<file path="config.mk">
export PLATFORM = sky130hd
export DESIGN_NAME = shift_rows_stream
export DESIGN_NICKNAME = d
export VERILOG_FILES = /design/src/rtl/shift_rows_stream.sv
export SDC_FILE = /design/constraint.sdc
export NUM_CORES = 1
export LEC_CHECK = 0
export CELL_PAD_IN_SITES_DETAIL_PLACEMENT = 0
export CELL_PAD_IN_SITES_GLOBAL_PLACEMENT = 1
export CORE_ASPECT_RATIO = 1.1
export CORE_UTILIZATION = 44
export CTS_CLUSTER_SIZE = 12
export DETAILED_ROUTE_END_ITERATION = 8
export PLACE_DENSITY = 0.9
export SETUP_SLACK_MARGIN = 0.3
export SYNTH_ARGS = -nofsm -noshare
export SYNTH_HDL_FRONTEND = slang
export SYNTH_SLANG_ARGS = --single-unit
export TNS_END_PERCENT = 5
</file>
<file path="constraint.sdc">
create_clock -name clk -period 3.42 [get_ports clk]
set_clock_uncertainty 0.2 [all_clocks]
set_input_delay 0.342 -clock clk [delete_from_list [all_inputs] [get_ports clk]]
set_output_delay 0.342 -clock clk [all_outputs]
set_load 0.05 [all_outputs]
</file>
<file path="src/rtl/shift_rows_stream.sv">
// AES/Rijndael ShiftRows / InvShiftRows stage with a small output FIFO.
// The row permutation is pure wiring. Each accepted block is stored with
// its mode bit, so forward and inverse blocks can be interleaved freely.
// State layout is row-major: byte k occupies bits [8k:8k+7], and bit 0 is
// the MSB of byte 0. Row r holds bytes r*NB .. r*NB+NB-1.
module shift_rows_stream #(
    parameter int NB    = 4,
    parameter int DEPTH = 2
) (
    input  logic                         clk,
    input  logic                         rst_n,
    input  logic                         flush,
    input  logic                         in_valid,
    output logic                         in_ready,
    input  logic                         in_inv,
    input  logic [0:32*NB-1]             in_data,
    output logic                         out_valid,
    input  logic                         out_ready,
    output logic [0:32*NB-1]             out_data,
    output logic                         out_inv,
    output logic [$clog2(DEPTH+1)-1:0]   level
);

    localparam int W  = 32 * NB;
    localparam int LW = $clog2(DEPTH + 1);
    localparam int PW = (DEPTH > 1) ? $clog2(DEPTH) : 1;

    // Reject unsupported geometries at elaboration time.
    generate
        if (!(NB == 4 || NB == 6 || NB == 8)) begin : g_bad_nb
            $error("shift_rows_stream: NB must be 4, 6 or 8");
        end
        if ((DEPTH < 2) || ((DEPTH & (DEPTH - 1)) != 0)) begin : g_bad_depth
            $error("shift_rows_stream: DEPTH must be a power of two >= 2");
        end
    endgenerate

    logic [0:W-1] fwd_data;
    logic [0:W-1] inv_data;
    logic [0:W-1] shifted;

    // Row rotations. Offsets are 0,1,2,3, except NB=8, which uses 0,1,3,4.
    generate
        for (genvar r = 0; r < 4; r++) begin : g_row
            localparam int S = (NB == 8 && r >= 2) ? r + 1 : r;
            for (genvar c = 0; c < NB; c++) begin : g_col
                localparam int FS = (c + S) % NB;
                localparam int IS = (c - S + NB) % NB;
                assign fwd_data[8*(r*NB+c) +: 8] = in_data[8*(r*NB+FS) +: 8];
                assign inv_data[8*(r*NB+c) +: 8] = in_data[8*(r*NB+IS) +: 8];
            end
        end
    endgenerate

    assign shifted = in_inv ? inv_data : fwd_data;

    logic [0:W-1]  mem_data [DEPTH];
    logic          mem_inv  [DEPTH];
    logic [PW-1:0] wr_ptr;
    logic [PW-1:0] rd_ptr;
    logic [PW-1:0] wr_ptr_nxt;
    logic [PW-1:0] rd_ptr_nxt;
    logic [LW-1:0] level_nxt;
    logic          do_push;
    logic          do_pop;

    // in_ready depends only on the stored occupancy, never on out_ready, so
    // a full buffer cannot accept a block even while it is draining.
    assign in_ready  = (level < LW'(DEPTH));
    assign out_valid = (level != '0);
    assign do_push   = in_valid & in_ready;
    assign do_pop    = out_valid & out_ready;

    assign out_data  = mem_data[rd_ptr];
    assign out_inv   = mem_inv[rd_ptr];

    // Pointer and occupancy update. Flush overrides both handshakes.
    always_comb begin
        wr_ptr_nxt = wr_ptr;
        rd_ptr_nxt = rd_ptr;
        level_nxt  = level;
        if (flush) begin
            wr_ptr_nxt = '0;
            rd_ptr_nxt = '0;
            level_nxt  = '0;
        end else begin
            if (do_push) begin
                wr_ptr_nxt = wr_ptr + PW'(1);
            end
            if (do_pop) begin
                rd_ptr_nxt = rd_ptr + PW'(1);
            end
            case ({do_push, do_pop})
                2'b10:   level_nxt = level + LW'(1);
                2'b01:   level_nxt = level - LW'(1);
                default: level_nxt = level;
            endcase
        end
    end

    // Control registers.
    always_ff @(posedge clk or negedge rst_n) begin
        if (!rst_n) begin
            wr_ptr <= '0;
            rd_ptr <= '0;
            level  <= '0;
        end else begin
            wr_ptr <= wr_ptr_nxt;
            rd_ptr <= rd_ptr_nxt;
            level  <= level_nxt;
        end
    end

    // Storage. It is cleared on reset and on flush, so an empty buffer
    // presents zeros.
    always_ff @(posedge clk or negedge rst_n) begin
        if (!rst_n) begin
            for (int i = 0; i < DEPTH; i++) begin
                mem_data[i] <= '0;
                mem_inv[i]  <= 1'b0;
            end
        end else if (flush) begin
            for (int i = 0; i < DEPTH; i++) begin
                mem_data[i] <= '0;
                mem_inv[i]  <= 1'b0;
            end
        end else if (do_push) begin
            mem_data[wr_ptr] <= shifted;
            mem_inv[wr_ptr]  <= in_inv;
        end
    end

endmodule

</file>
# [Word-level counts from Yosys, hierarchy flattened]
# Index checks and enable logic that the tools add are counted.
[word_totals] reg_bits=262 latchBits=0 mem_bits_rw=0 mem_bits_ro=0 input_bits=134 out_inout_bits=133 word_cells=49 n_memories=0
[op_classes] add_sub_neg=4 multipliers=0 div=0 magnitude_cmp=4 eq_ne=2 shifts=0 n_mux=23 bitwise=4 n_reduce_logical=5
[ops] operator="two-way mux 128 bit" n=4
[ops] operator="two-way mux 256 bit" n=2
[ops] operator="bitwise mux 256 bit" n=1
[ops] operator="demux 128 bit (select 1 bit)" n=1
[ops] operator="two-way mux 96 bit" n=1
[ops] operator="two-way mux 1 bit" n=8
[ops] operator="two-way mux 2 bit" n=3
[ops] operator="nonzero test 2 bit" n=3
[ops] operator=">= comparator 2 bit, second input constant" n=2
[ops] operator="NOT 1 -> 2 bit" n=2
[ops] operator="case mux 2 bit (2 select lines)" n=1
[ops] operator="nonzero test 3 bit" n=1
[ops] operator="adder 1 bit, second input constant" n=2
[ops] operator="adder 2 x 1 -> 2 bit, second input constant" n=1
[ops] operator="AND 1 bit" n=2
[ops] operator="bitwise mux 2 bit" n=1
[ops] operator="equality test 2 x 1 -> 1 bit, second input constant" n=1
[ops] operator="equality test 2 bit, second input constant" n=1
[ops] operator="< comparator 2 x 1 -> 1 bit, second input constant" n=1
[ops] operator="< comparator 2 bit, second input constant" n=1
[ops] operator="subtractor 2 x 1 -> 2 bit, second input constant" n=1
[ops] operator="demux 1 bit (select 1 bit)" n=1
[ops] operator="logical AND 1 bit" n=1

# [Logic depth before layout (Yosys ltp)]
[logic_depth] word_depth=8 ltp_mapped=6 depth_no_buf=3

# [Least setup slack after synthesis]
# OpenSTA, ideal clock, no wires.
[synth_path] kind="register to register" from="register level[1]" to="register mem_data[160] in the netlist's numbering" setup_time_ps=121 arrival_time_ps=1541 path_slack_ps=1558 stages_incl_launch_ff=6 path_buffers=2 synth_period_minus_slack_ps=1862 path_cell_list="dfrtp_1 nand2b_4 nor3_1 buf_2 buf_2 a22o_1"
[synth_between] elab_chain_len=3
[synth_lines] item="start: declaration" line="21" source="output logic [$clog2(DEPTH+1)-1:0] level"
[synth_lines] item="start signal: assignment" line="110" source="level <= level_nxt;"
[synth_lines] item="< comparator 2 bit" line="69" source="assign in_ready = (level < LW'(DEPTH));"
[synth_lines] item="AND 1 bit" line="71" source="assign do_push = in_valid & in_ready;"
[synth_lines] item="nonzero test 2 bit (no source line)"
[synth_lines] item="end signal: indexed assignment" line="128" source="mem_data[wr_ptr] <= shifted;"
[synth_lines] item="end: declaration" line="57" source="logic [0:W-1] mem_data [DEPTH];"
# Every way passes these cells.
# A chain may end at the register's enable or synchronous reset.

# [Worst setup path after layout]
[layout_path] from="register rd_ptr" to="output out_data[45] in the netlist's numbering"
[layout_between] elab_chain_len=4
[layout_lines] item="start: declaration" line="60" source="logic [PW-1:0] rd_ptr;"
[layout_lines] item="start signal: assignment" line="109" source="rd_ptr <= rd_ptr_nxt;"
[layout_lines] item="NOT 1 -> 2 bit (implied by the code)" line="74" source="assign out_data = mem_data[rd_ptr];"
[layout_lines] item="two-way mux 128 bit (implied by the code) (3 in a row)" line="74"
[layout_lines] item="end: declaration" line="19" source="output logic [0:32*NB-1] out_data,"
# Every way passes these cells. The select of a mux whose other input is x is not followed.

==> impl_metrics.yaml <==
run_status:
  status: "completed"
pwr:
  p_leak_nw: 7.04
  pwr_density_cell_nw_per_um2: 511
  ir_drop_v: 0.000347
clocking:
  clk_path_buf_depth: 3
  clk_pin_slew_worst_paths_ns: 0.06
  numCtsBuffers: 28
  root_buffer: "clkbuf_16"
  clkSinkCount: 262
  post_cts_buffers: 0
  cts_tree: "yes"
  clk_latency_ns: 0.53
  cts_max_level: 1
placement:
  place_area_um2: 14500
  io_buffers: 266
  dp_hpwl_um: 18400
  gp_congestion: 0.778
route:
  wl_um: 29600
  drt_iter0_markers: 339
  wl_per_cell_um: 20.7
  drc_errors: 0
  firstDrtPassIters: 4
  via_per_inst: 5.70
  ant_nets: 0
  vias: 8161
critical_path:
  crit_end: "out_data[45]"
  r2r_end: "mem_data[205]"
  reg2reg_setup_slack_ns: 1.06
  rr_startpoint: "level[1]"
  crit_start: "rd_ptr"
  ff2ff_path_depth: 4
  critPathKind: "reg2out"
  end_kind: "output pin"
  cp_max_fo: 57
  arrival_ns: 2.65
  start_kind: "register"
  cp.required_ns: 2.88
floorplan:
  die_h_um: 172
  die_w_um: 156
  start_util: 0.452
  ios: 267
  core-area_um2: 25500
  fp.dieArea_um2: 26900
  rows: 61
timing:
  fin_crit_sh: 0.935
  finalHoldViolCount: 0
  worst_pin_slew_ns: 0.903
  period_needed_ns: 3.20
  rsz0062_at_grt: "true"
  slew_headroom: 0.398
  fmax_mhz: 313
  setup_violations: 0
  drv_slew: 0
  tns_ns: 0
logic_synthesis:
  synth_area_um2: 11500
  postSynthCellCount: 829
  yosysSeqAreaShare: 0.569
  yosys.area.top_type: "dfrtp_1"
  synth_warnings: 0
  netlist.area_leader.share: 0.569
  syn-num-nets: 963
  avgSynthCellArea_um2: 13.9
  yosys_register_bits: 262
  synthDistinctLibCells: 27
  synth_area_leaders: "dfrtp_1, mux2_2, a22o_1"
grt:
  grt_max_degree: 119
  grt_pass1_vias: 8800
  antenna_found_initial: 1
  grt_pass1_wl_um: 47200
  gr-total-overflow: 0
  grt_util_all_layers: 0.221
flow_run:
  maxCapViolCount: 0
final_layout:
  layout_commonest_cell: "dfrtp_1"
  layout_common_cells: "dfrtp_1, clkdlybuf4s50_1, mux2_2, a22o_1, o2bb2ai_1"
  final_cell_area_um2: 15500
  syn_to_final_growth_pct: 34.2
  fin_nets: 1202
  drive_gt1_frac: 0.191
worst_hold_path:
  hold_path_class: "in2reg"
==> critical path, stage by stage, from the launching register on <==
cell             delay (ns)
dfrtp_4                0.62
buf_12                 0.34
mux2_2                 0.38
clkdlybuf4s50_1        0.73
==> kinds of logic (layout without fill, tap and decap cells) <==
logic type	count (synthesis)	in the layout	synth area share
buf+inv	83	340	0.0370
simple gates	23	23	0.0120
flops	262	262	0.569
compound gates	265	265	0.198
mux	194	194	0.183
xor+xnor	2	2	0.00152
other cells	0	1	0
==> per-layer routing <==
metal,vias to the layer above,track usage,wire length (um)
met1,4191,0.296,13000
met5,-,0,0
met4,0,0.0661,706
li1,3685,-,-
met2,241,0.358,13700
met3,44,0.0534,2170
==> sequential cells by signal, indices dropped and copies added (netlist names) <==
register,cells
mem_data,256
level,2
mem_inv,2
rd_ptr,1
wr_ptr,1
==> report_power, final <==
group | leakage [nW] | switching, mW | internal (mW)
logic | 3.03 | 0.939 | 0.635
clock network | 0.452 | 1.17 | 1.78
registers | 3.56 | 0.102 | 3.27
==> stage by stage <==
| stage | utilization | hold slack [ns] | setup slack, ns | cells | total power [mW] |
|---|---|---|---|---|---|
| finish | 0.607 | 0.245 | 0.224 | 1433 | 7.90 |
| global route | 0.607 | 0.241 | 0.157 | 1433 | 8.20 |
| CTS | 0.606 | 0.225 | 0.209 | 1432 | 7.99 |
| detailed placement | 0.570 | 0.266 | 0.744 | 1383 | 5.00 |
| global placement | 0.570 | 0.254 | 0.773 | 1383 | 4.99 |
| floorplan | - | -0.154 | 1.56 | 829 | 4.37 |
==> worst min path at each step <==
stage	startpoint	endpoint	slack, ns	cells after the start
floorplan	rst_n	level[0]	-0.15	0
global placement	mem_data[31]	mem_data[31]	0.25	1
detailed placement	mem_data[31]	mem_data[31]	0.27	1
finish	in_data[29]	mem_data[98]	0.25	2
global route	in_data[9]	mem_data[246]	0.24	2
CTS	in_data[27]	mem_data[100]	0.22	2
==> layout make-up <==
type / count / area [um^2]
clock buffers: 43 / 858
well taps: 346 / 433
inverters: 3 / 11.3
multi-input cells: 484 / 4580
clock inverters: 5 / 50.0
fillers: 2038 / 10000
diodes: 1 / 2.50
flip-flops and latches: 262 / 6560
repair buffers: 289 / 2970
==> synth_stat cells <==
library cell,count
a22o_1,130
buf_1,3
o21ai_0,2
buf_2,62
or3_1,1
or2_1,1
nor3_1,1
mux2_2,130
buf_6,3
a21o_1,9
inv_2,1
xor2_1,2
mux2i_1,64
nand2b_4,1
inv_1,2
buf_4,4
nor2_1,2
clkbuf_1,8
nor4_1,9
nand2_1,3
or2_2,1
nand2b_1,2
a21oi_1,5
nand3_1,1
o2bb2ai_1,119
nor2b_2,1
dfrtp_1,262
==> repair_timing <==
item / in CTS / in global routing
hold buffers: 1 / 0
resized for setup: 5 / 5
setup endpoints to repair: 113 / 108
hold endpoints to repair: 110 / 0
No activity file was read; power rests on OpenSTA's default activity.
